===== src/rtl/color_config_ctrl_pkg.sv =====
// Shared VGA colour/line configuration definitions: controller states,
// power-on defaults for the tone and line-position registers, and the
// saturating line-position step helper.
package color_config_ctrl_pkg;

  localparam int         DEB_CYCLES_DEF = 4;
  localparam logic [7:0] TONO_INIT_DEF  = 8'hE0;  // RRRGGGBB
  localparam int         LP_INIT_DEF    = 240;
  localparam int         LP_MAX_DEF     = 479;
  localparam int         LP_STEP_DEF    = 8;

  typedef enum logic [1:0] {
    ST_IDLE       = 2'd0,
    ST_WAIT_FRAME = 2'd1,
    ST_COMMIT     = 2'd2,
    ST_HOLD       = 2'd3
  } state_t;

  // Widened to 10 bits so pos + step cannot wrap before the limit compare.
  function automatic logic [8:0] line_step(input logic [8:0] pos,
                                           input logic       up,
                                           input logic [9:0] step,
                                           input logic [9:0] max);
    logic [9:0] wide;
    wide = {1'b0, pos};
    if (up) begin
      wide = wide + step;
      if (wide > max) wide = max;
    end else begin
      if (wide < step) wide = '0;
      else             wide = wide - step;
    end
    return wide[8:0];
  endfunction

endpackage


===== src/rtl/color_config_ctrl_btn_filtro.sv =====
// Button debounce filter: output follows raw only after it has differed
// for DEB_CYCLES+1 consecutive clocks; no backpressure.
// Ports: clk_i, rst_n_i (sync, active-low), raw_i -> filt_o.
module btn_filtro #(
  parameter int DEB_CYCLES = 4
) (
  input  logic clk_i,
  input  logic rst_n_i,
  input  logic raw_i,
  output logic filt_o
);

  localparam int CW = $clog2(DEB_CYCLES + 1);

  logic [CW-1:0] cnt_q, cnt_d;
  logic          filt_q, filt_d;

  // Counter runs only while raw disagrees with the filtered level; any
  // agreement clears it, so short glitches never reach the output.
  always_comb begin
    filt_d = filt_q;
    cnt_d  = '0;
    if (raw_i != filt_q) begin
      if (cnt_q == CW'(DEB_CYCLES)) filt_d = raw_i;
      else                          cnt_d  = cnt_q + 1'b1;
    end
  end

  always_ff @(posedge clk_i) begin
    if (!rst_n_i) begin
      cnt_q  <= '0;
      filt_q <= 1'b0;
    end else begin
      cnt_q  <= cnt_d;
      filt_q <= filt_d;
    end
  end

  assign filt_o = filt_q;

endmodule


===== src/rtl/color_config_ctrl.sv =====
// Colour/line configuration controller: debounced Up/Down with TC/Lp select
// queue one change, applied on the next Vblank edge (latency = to next Vblank
// + 1 edge); commands arriving while busy are dropped.
// Ports: Clock, reset (sync, active-low), Up, Down, TC, Lp, Vblank ->
//        Tono[7:0], PosLinea[8:0], Busy, Actualizado (one-cycle commit pulse).
module color_config_ctrl
  import color_config_ctrl_pkg::*;
#(
  parameter int         DEB_CYCLES = DEB_CYCLES_DEF,
  parameter logic [7:0] TONO_INIT  = TONO_INIT_DEF,
  parameter int         LP_INIT    = LP_INIT_DEF,
  parameter int         LP_MAX     = LP_MAX_DEF,
  parameter int         LP_STEP    = LP_STEP_DEF
) (
  input  logic       Clock,
  input  logic       reset,
  input  logic       Up,
  input  logic       Down,
  input  logic       TC,
  input  logic       Lp,
  input  logic       Vblank,
  output logic [7:0] Tono,
  output logic [8:0] PosLinea,
  output logic       Busy,
  output logic       Actualizado
);

  localparam logic [8:0] LP_INIT_W = 9'(LP_INIT);
  localparam logic [9:0] LP_MAX_W  = 10'(LP_MAX);
  localparam logic [9:0] LP_STEP_W = 10'(LP_STEP);

  logic up_f, down_f, tc_f, lp_f;

  btn_filtro #(.DEB_CYCLES(DEB_CYCLES)) u_f_up   (.clk_i(Clock), .rst_n_i(reset), .raw_i(Up),   .filt_o(up_f));
  btn_filtro #(.DEB_CYCLES(DEB_CYCLES)) u_f_down (.clk_i(Clock), .rst_n_i(reset), .raw_i(Down), .filt_o(down_f));
  btn_filtro #(.DEB_CYCLES(DEB_CYCLES)) u_f_tc   (.clk_i(Clock), .rst_n_i(reset), .raw_i(TC),   .filt_o(tc_f));
  btn_filtro #(.DEB_CYCLES(DEB_CYCLES)) u_f_lp   (.clk_i(Clock), .rst_n_i(reset), .raw_i(Lp),   .filt_o(lp_f));

  state_t     state_q, state_d;
  logic       up_prev_q, down_prev_q;
  logic       tgt_line_q, tgt_line_d;  // 1: line position, 0: tone
  logic       dir_up_q, dir_up_d;
  logic [7:0] tono_q, tono_d;
  logic [8:0] pos_q, pos_d;

  logic up_rise, down_rise, cmd;

  assign up_rise   = up_f & ~up_prev_q;
  assign down_rise = down_f & ~down_prev_q;
  // Exactly one direction edge and exactly one target select.
  assign cmd       = (up_rise ^ down_rise) & (tc_f ^ lp_f);

  always_comb begin
    state_d     = state_q;
    tgt_line_d  = tgt_line_q;
    dir_up_d    = dir_up_q;
    tono_d      = tono_q;
    pos_d       = pos_q;
    Actualizado = 1'b0;
    unique case (state_q)
      ST_IDLE: begin
        if (cmd) begin
          state_d    = ST_WAIT_FRAME;
          tgt_line_d = lp_f;
          dir_up_d   = up_rise;
        end
      end
      ST_WAIT_FRAME: begin
        // Outputs move only at the frame boundary so a frame is never torn.
        if (Vblank) begin
          state_d = ST_COMMIT;
          if (tgt_line_q) pos_d  = line_step(pos_q, dir_up_q, LP_STEP_W, LP_MAX_W);
          else            tono_d = dir_up_q ? tono_q + 8'd1 : tono_q - 8'd1;
        end
      end
      ST_COMMIT: begin
        Actualizado = 1'b1;
        state_d     = ST_HOLD;
      end
      ST_HOLD: begin
        // Wait for the buttons to be released so one press gives one step.
        if (!up_f && !down_f) state_d = ST_IDLE;
      end
      default: state_d = ST_IDLE;
    endcase
  end

  always_ff @(posedge Clock) begin
    if (!reset) begin
      state_q     <= ST_IDLE;
      up_prev_q   <= 1'b0;
      down_prev_q <= 1'b0;
      tgt_line_q  <= 1'b0;
      dir_up_q    <= 1'b0;
      tono_q      <= TONO_INIT;
      pos_q       <= LP_INIT_W;
    end else begin
      state_q     <= state_d;
      up_prev_q   <= up_f;
      down_prev_q <= down_f;
      tgt_line_q  <= tgt_line_d;
      dir_up_q    <= dir_up_d;
      tono_q      <= tono_d;
      pos_q       <= pos_d;
    end
  end

  assign Tono     = tono_q;
  assign PosLinea = pos_q;
  assign Busy     = (state_q != ST_IDLE);

endmodule


===== config.mk =====
export PLATFORM = sky130hd
export DESIGN_NAME = color_config_ctrl
export DESIGN_NICKNAME = d
export VERILOG_FILES = /design/src/rtl/color_config_ctrl_pkg.sv /design/src/rtl/color_config_ctrl_btn_filtro.sv /design/src/rtl/color_config_ctrl.sv
export SDC_FILE = /design/constraint.sdc
export NUM_CORES = 1
export LEC_CHECK = 0
export ABC_AREA = 0
export BUFFER_PORTS_ARGS = -buffer_cell sky130_fd_sc_hd__buf_2
export CORE_MARGIN = 1
export CORE_UTILIZATION = 45
export DETAILED_ROUTE_END_ITERATION = 8
export GPL_TIMING_DRIVEN = 0
export SLEW_MARGIN = 10
export SYNTH_ARGS = -nofsm -noshare
export SYNTH_HDL_FRONTEND = slang
export SYNTH_SLANG_ARGS = --single-unit
export TNS_END_PERCENT = 1

===== constraint.sdc =====
create_clock -name Clock -period 2.6 [get_ports Clock]
set_clock_uncertainty 0.2 [all_clocks]
set_input_delay 0 -clock Clock [delete_from_list [all_inputs] [get_ports Clock]]
set_output_delay 0 -clock Clock [all_outputs]
set_load 0.01 [all_outputs]

==> results by group, run 1 <==
Status
  • Status: finished, final reports clean

Route
  • Routed vias/inst: 5.07
  • Final routed DRC violation total: 0
  • Total Routed Length: 4.28 mm
  • DRC marker count from the first detailed-route iteration: 150
  • 1st-pass router iterations: 4
  • Post-detailed-route wirelength per cell: 11.7 um
  • Routed vias: 1857
  • Number of nets still failing antenna checks after routing: 0

Worst hold path
  • Classification of the worst-slack hold path: in2reg
  • Worst Hold Launch: Vblank
  • Worst Hold Path EP: Tono[4]
  • Number of cells traversed by the worst hold path: 5

Clocking
  • # H-tree levels: 2
  • CTS buffer count: 5
  • Number of clock sinks: 37
  • CTS tree: built
  • Clock transition at the registers of the reported paths: 0.08 ns
  • Clock buffer depth: 2
  • Clock latency at the later pin of the worst-skew pair: 0.28 ns
  • Library cell used as clock root buffer: sky130_fd_sc_hd__clkbuf_8

Logic synthesis
  • Count of warnings emitted by yosys: 0
  • Post-synthesis average cell area: 8.64 sq um
  • Async set or reset register ratio after synthesis: 0%
  • Seq/Total Area, Yosys: 33.0%
  • Largest cells by area after synthesis: sky130_fd_sc_hd__dfxtp_1 (33%), sky130_fd_sc_hd__ha_1 (11%), sky130_fd_sc_hd__nand2_1 (4.5%), sky130_fd_sc_hd__mux2i_1 (3.6%), sky130_fd_sc_hd__a21oi_1 (3.3%)
  • Synth unique cells: 49
  • Post-synthesis instance area: 2250 sq um
  • Cell taking the most area after synthesis: sky130_fd_sc_hd__dfxtp_1
  • EDFF count, synth: 0
  • Post-synthesis cell count: 260
  • Portion of synthesized cell area occupied by the leading cell type: 33.0%
  • Total of flip-flops plus latches after synthesis: 37
  • Most used DFF post-synth: sky130_fd_sc_hd__dfxtp_1
  • Net count after synthesis: 288

Final layout
  • Number of fillers in the final layout: 453
  • Total Nets Final: 327
  • Area overhead of the layout relative to synthesis: 16.5%
  • Leading cell type in the layout, fill and taps excluded: sky130_fd_sc_hd__dfxtp_1
  • Final cell area excluding filler cells: 2620 sq um
  • Layout cell share with drive strength beyond 1: 15.7%
  • Antenna Diode Count: 0
  • Highest-count cells in the layout ignoring fill and taps: sky130_fd_sc_hd__dfxtp_1 (37), sky130_fd_sc_hd__nand2_1 (27), sky130_fd_sc_hd__buf_2 (26), sky130_fd_sc_hd__ha_1 (20), sky130_fd_sc_hd__nor2_1 (17)
  • Combined area of the multi-input logic cells: 1360 sq um
  • Area occupied by registers: 741 sq um

Job
  • Max cap viols: 0

Setup path
  • Worst-case reg-to-reg path depth: 7
  • Register-to-register path setup slack: 0.36 ns
  • Reg-to-Reg End: Tono[5]
  • Origin of the critical flop-to-flop path: dir_up_q
  • Arrival time at the worst endpoint: 2.20 ns
  • Sort of element at the start of the critical path: flip-flop
  • Critical Path Fanout Max: 11
  • Endpoint type of the worst setup path: flip-flop
  • Required time at the endpoint of the critical path: 2.56 ns
  • Critical Setup Path Class: reg2reg

Global routing
  • Total global routing track utilization: 17.7%
  • Number of global-route vias before repair: 1626
  • Antenna violations before repair: 0
  • Pin count of the biggest net entering global routing: 12
  • Grt total ovfl: 0
  • First-pass GRT wire length: 7.26 mm

STA
  • Fin Setup TNS: 0 ns
  • Fin. Hold Viols: 0
  • Number of pins exceeding their max-slew limit in the final report: 0
  • RSZ-0062 raised after global routing: no
  • Transition time of the tightest slew-check pin: 0.546 ns
  • Final worst path period share: 86.1%
  • Shortest period the worst path allows: 2.24 ns
  • Number of endpoints failing setup at the final stage: 0
  • Highest Clock Rate: 0.447 GHz
  • Headroom to the max-slew limit: 63.4%

Placed design
  • Placer congestion estimate: 0.847
  • Number of buffer cells added on primary ports: 24
  • Post-detailed-placement cell area: 2450 sq um
  • Half-perimeter wire length after placement: 3.09 mm

Power and ir drop
  • IR Drop Worst-Case VDD: 0.267 mV
  • Pwr Density: 519 nW/um^2
  • Pleak: 1.13 nW

Floorplan
  • Die height: 72.7 um
  • Row count: 25
  • Initial core utilization: 47.3%
  • Die Width: 72.7 um
  • Die footprint: 5280 sq um
  • Number of I/O pins: 26
  • Total core area: 4750 sq um
-- power by group --
part	internal (mW)	switching (mW)
clock	0.210	0.194
sequential	0.601	0.0322
combinational	0.153	0.167
-- cells by family (layout without fill, tap and decap cells) --
logic type | after synthesis | count (layout) | share of synthesized area [%]
adder cells (fa/ha/maj) | 21 | 21 | 12.0
flip-flops | 37 | 37 | 33.0
XOR/XNOR | 13 | 13 | 5.07
AND/OR/NAND/NOR | 91 | 91 | 21.0
buffers and inverters | 28 | 67 | 6.57
multiplexers | 8 | 8 | 3.56
AO/OA/AOI/OAI | 62 | 62 | 18.8
-- layer usage --
metal,share of wire (%),track usage [%],vias to the layer above
met5,0,0,-
met3,3.3,4.14,4
met2,45,28.2,32
met1,51,23.4,836
met4,1.3,6.54,0
li1,-,-,985
-- flip-flops by register name, summed over array words and instances, names as in the netlist --
| register | flops |
|---|---|
| tgt_line_q | 1 |
| u_f_lp.filt_o | 1 |
| state_q | 2 |
| up_prev_q | 1 |
| u_f_up.filt_o | 1 |
| dir_up_q | 1 |
| u_f_lp.cnt_q | 3 |
| down_prev_q | 1 |
| u_f_down.filt_o | 1 |
| u_f_tc.cnt_q | 3 |
| PosLinea | 7 |
| u_f_down.cnt_q | 3 |
| u_f_tc.filt_o | 1 |
| u_f_up.cnt_q | 3 |
| Tono | 8 |
-- through the flow --
stage	setup WS, ns	total power, mW	hold slack (ns)	std cells	utilization, %
after detailed placement	0.367	0.962	0.0924	351	51.6
after global routing	0.138	1.45	0.0652	366	55.1
after floorplan	0.625	0.884	-0.0440	260	-
after global placement	0.316	0.962	0.0935	351	51.6
after CTS	0.338	1.39	0.0257	366	55.1
final	0.361	1.36	0.0394	366	55.1
-- worst max-delay path, stage by stage, from the launching register on --
cell                       delay [ns]
sky130_fd_sc_hd__dfxtp_1         0.35
sky130_fd_sc_hd__inv_1           0.31
sky130_fd_sc_hd__ha_1            0.32
sky130_fd_sc_hd__a211oi_1        0.31
sky130_fd_sc_hd__o21bai_1        0.17
sky130_fd_sc_hd__a21oi_1         0.20
sky130_fd_sc_hd__xor2_1          0.15
sky130_fd_sc_hd__o211ai_1        0.08
-- Yosys cell counts, types with 2 or more instances --
master,n
sky130_fd_sc_hd__a211o_1,2
sky130_fd_sc_hd__a211oi_1,4
sky130_fd_sc_hd__a21boi_0,9
sky130_fd_sc_hd__a21o_1,2
sky130_fd_sc_hd__a21oi_1,15
sky130_fd_sc_hd__a31o_2,2
sky130_fd_sc_hd__a31oi_1,3
sky130_fd_sc_hd__and2_1,11
sky130_fd_sc_hd__and3_1,2
sky130_fd_sc_hd__buf_2,2
sky130_fd_sc_hd__buf_4,3
sky130_fd_sc_hd__buf_6,2
sky130_fd_sc_hd__clkbuf_1,3
sky130_fd_sc_hd__dfxtp_1,37
sky130_fd_sc_hd__ha_1,20
sky130_fd_sc_hd__inv_1,16
sky130_fd_sc_hd__mux2i_1,8
sky130_fd_sc_hd__nand2_1,27
sky130_fd_sc_hd__nand2b_1,2
sky130_fd_sc_hd__nand3_1,12
sky130_fd_sc_hd__nand4_1,4
sky130_fd_sc_hd__nor2_1,17
sky130_fd_sc_hd__nor2b_1,5
sky130_fd_sc_hd__nor3_1,2
sky130_fd_sc_hd__o211a_1,2
sky130_fd_sc_hd__o211ai_1,3
sky130_fd_sc_hd__o21ai_0,11
sky130_fd_sc_hd__o21bai_1,2
sky130_fd_sc_hd__xnor2_1,5
sky130_fd_sc_hd__xor2_1,8
-- layout make-up --
type	instances	area share [%]
well taps	67	3.20
multi-input cells	195	51.9
clock buffers	7	3.30
flip-flops and latches	37	28.3
repair buffers	32	7.65
inverters	16	2.29
plain buffers	12	3.35
-- worst max-delay path by stage --
| stage | from | endpoint | depth (start not counted) |
|---|---|---|---|
| after floorplan | dir_up_q | Tono[6] | 7 |
| after CTS | dir_up_q | Tono[5] | 7 |
| after detailed placement | dir_up_q | Tono[5] | 7 |
| after global routing | dir_up_q | Tono[7] | 7 |
| after global placement | dir_up_q | Tono[5] | 7 |
| final | dir_up_q | Tono[5] | 7 |
-- what timing repair did --
item	CTS	global route
hold endpoints to repair	19	0
gates resized for setup	0	0
endpoints found under the setup margin	0	0
hold buffers	8	0
setup buffers	0	0
Note: power is estimated with default switching activity, not from simulation.
==> run 2, diff against run 1 <==
Settings changed: REMOVE_ABC_BUFFERS from default to 1.
==> run 2 against run 1 <==
Effect of this change:
- wire length fell by 6.1%
- first-iteration DRC count down 8.7%
- worst setup slack worse by 0.17 ns
- hold slack better by 0.0024 ns
- register-to-register slack got worse by 0.17 ns
- critical path type unchanged
- combinational power shrank 2%
- via count decreased by 2.7%
- utilization down 2.3 points
- sequential cell count did not move
- non-clock buffer count fell by 14
- clock power about the same
==> results by group, run 2 (synthesis results as in run 1) <==
Status
  • Status: finished, final reports clean

Power and ir drop
  • Combinational Power Share: 23.3% (-0.3 points)
  • Sequential power share: 46.8% (+0.2 points)
  • Portion of total power attributed to the clock network: 29.9% (about the same)
  • P_sw: 413 uW (+4.9%)
  • Pleak: 1.06 nW (-6.1%)
  • Switching fraction of total power: 30.5% (+1.5 points)
  • P_int: 940 uW (-2.4%)
  • Pwr Density: 539 nW/um^2 (+4.0%)
  • Total power of the final layout: 1.35 mW (-0.30%)
  • IR Drop Worst-Case VDD: 0.365 mV (+37%)

Global routing
  • Total global routing track utilization: 16.3% (-1.5 points)
  • Pin count of the biggest net entering global routing: 37 (+25)
  • Grt total ovfl: 0 (unchanged)
  • Antenna violations before repair: 0 (unchanged)
  • Number of global-route vias before repair: 1539 (-5.4%)
  • First-pass GRT wire length: 6.80 mm (-6.4%)

Final layout
  • Highest-count cells in the layout ignoring fill and taps: sky130_fd_sc_hd__dfxtp_1 (36), sky130_fd_sc_hd__nand2_1 (27), sky130_fd_sc_hd__buf_2 (25), sky130_fd_sc_hd__ha_1 (20), sky130_fd_sc_hd__nor2_1 (17)
  • Total Nets Final: 313 (-4.3%)
  • Number of fillers in the final layout: 470 (+3.8%)
  • Leading cell type in the layout, fill and taps excluded: sky130_fd_sc_hd__dfxtp_1
  • Area overhead of the layout relative to synthesis: 11.7%
  • Max reg flops: 8 (unchanged)
  • Antenna Diode Count: 0 (unchanged)
  • Layout cell share with drive strength beyond 1: 14.7% (-1.0 points)

STA
  • Headroom to the max-slew limit: 62.5% (-0.96 points)
  • Highest Clock Rate: 0.414 GHz (-7.2%)
  • Hold WS: 0.0418 ns (+0.00238 ns)
  • Final worst path period share: 92.8% (+6.7 points)
  • RSZ-0062 raised after global routing: no
  • Shortest period the worst path allows: 2.41 ns (+0.174 ns)
  • Number of endpoints failing setup at the final stage: 0 (unchanged)
  • Number of pins exceeding their max-slew limit in the final report: 0 (unchanged)
  • Transition time of the tightest slew-check pin: 0.563 ns (+0.0164 ns)
  • Fin. Hold Viols: 0 (unchanged)

Floorplan
  • Number of I/O pins: 26 (unchanged)
  • Total core area: 4750 sq um (unchanged)
  • Row count: 25 (unchanged)
  • Die footprint: 5280 sq um (unchanged)
  • Die height: 72.7 um (unchanged)
  • Initial core utilization: 47.3% (unchanged)
  • Die Width: 72.7 um (unchanged)

Route
  • Final routed DRC violation total: 0 (unchanged)
  • Routed vias: 1806 (-2.7%)
  • 1st-pass router iterations: 4 (unchanged)
  • Post-detailed-route wirelength per cell: 11.4 um (-2.7%)
  • DRC marker count from the first detailed-route iteration: 137 (-8.7%)
  • Total Routed Length: 4.02 mm (-6.1%)
  • Number of nets still failing antenna checks after routing: 0 (unchanged)
  • Routed vias/inst: 5.12 (+0.84%)

Setup path
  • Required time at the endpoint of the critical path: 2.54 ns (-0.02 ns)
  • Endpoint type of the worst setup path: flip-flop
  • Critical Setup Path Class: reg2reg
  • Arrival time at the worst endpoint: 2.35 ns (+0.15 ns)
  • Sort of element at the start of the critical path: flip-flop
  • Critical Path Fanout Max: 14 (+3)

Clocking
  • Clock buffer depth: 2 (unchanged)
  • Clock latency at the later pin of the worst-skew pair: 0.29 ns (about the same)
  • Number of clock sinks: 37 (unchanged)
  • CTS tree: built
  • Library cell used as clock root buffer: sky130_fd_sc_hd__clkbuf_8
  • CTS buffer count: 5 (unchanged)
  • # H-tree levels: 2 (unchanged)
  • Setup Fix Bufs, Post-CTS: 0 (unchanged)
  • Clock transition at the registers of the reported paths: 0.08 ns (about the same)

Worst hold path
  • Classification of the worst-slack hold path: in2reg

Job
  • Max cap viols: 0 (unchanged)

Placed design
  • Half-perimeter wire length after placement: 2.83 mm (-8.5%)
  • Number of buffer cells added on primary ports: 25 (+4.2%)
  • Placer congestion estimate: 0.801 (-5.5%)
[run 2: changes by cell type in the layout (fill, tap and decap cells not counted), moves of 2 or more]
cell                            previous run  this run
sky130_fd_sc_hd__dlygate4sd3_1             8         5
sky130_fd_sc_hd__clkbuf_1                  4         0
sky130_fd_sc_hd__clkbuf_8                  7         5
sky130_fd_sc_hd__buf_4                     3         0
sky130_fd_sc_hd__buf_6                     2         0
[run 2: timing repair]
item | 4_1_cts | 5_1_grt
endpoints found under the setup margin | 1 | 0
hold endpoints to repair | 18 | 0
hold buffers | 5 | 0
gates resized for setup | 1 | 0
[run 2: routing by layer]
layer | vias up | track usage, % | part of all wire, % | routed length, um
li1 | 956 | - | - | -
met1 | 818 | 22.4 | 51 | 2070
met2 | 26 | 25.1 | 44 | 1790
met3 | 6 | 4.01 | 2.9 | 118
met4 | 0 | 5.23 | 1.1 | 46
met5 | - | 0 | 0 | 0
[run 2: path summary, 6_finish.rpt]
check	start	to	slack (ns)	cells past startpoint
setup / recovery	dir_up_q	Tono[6]	0.19	7
hold reg to reg	Tono[3]	Tono[3]	0.28	2
setup reg to reg	dir_up_q	Tono[6]	0.19	7
hold / removal	Vblank	Tono[4]	0.04	5
[run 2: worst max-delay path: stages (launching register included)]
cell and delay, ns:
sky130_fd_sc_hd__dfxtp_2 0.48, sky130_fd_sc_hd__inv_1 0.27, sky130_fd_sc_hd__fa_1 0.48, sky130_fd_sc_hd__a21o_1 0.22, sky130_fd_sc_hd__a211oi_1 0.26, sky130_fd_sc_hd__o21bai_1 0.12
sky130_fd_sc_hd__xnor2_1 0.15, sky130_fd_sc_hd__o211ai_1 0.09
[run 2: cell type report]
| type | count | area, sq um | area share [%] |
|---|---|---|---|
| clock buffer | 5 | 68.8 | 2.74 |
| clock inverter | 3 | 21.3 | 0.847 |
| inverter | 16 | 60.1 | 2.39 |
| multi-input combinational | 195 | 1360 | 54.1 |
| sequential | 37 | 742 | 29.6 |
| tap | 67 | 83.8 | 3.34 |
| timing repair buffer | 30 | 175 | 6.98 |
[run 2: power by group through the flow]
stage / Clock, mW / Sequential (mW) / Combinational (mW)
finish: 0.404 / 0.634 / 0.315
global route: 0.451 / 0.639 / 0.357
CTS: 0.421 / 0.633 / 0.318
detailed placement: 0 / 0.647 / 0.309
global placement: 0 / 0.646 / 0.309
floorplan: 0 / 0.652 / 0.223
[run 2: through the flow]
stage                     instances  worst slack [ns]  area (sq um)  utilization (%)  TNS [ns]
final                           353             0.187          2510             52.8         0
after CTS                       353             0.196          2510             52.8         0
after detailed placement        340          -0.00538          2370             49.8  -0.00538
after floorplan                 248             0.383          2160                -         0
after global placement          340           -0.0382          2370             49.8   -0.0721
after global routing            353            0.0282          2510             52.8         0
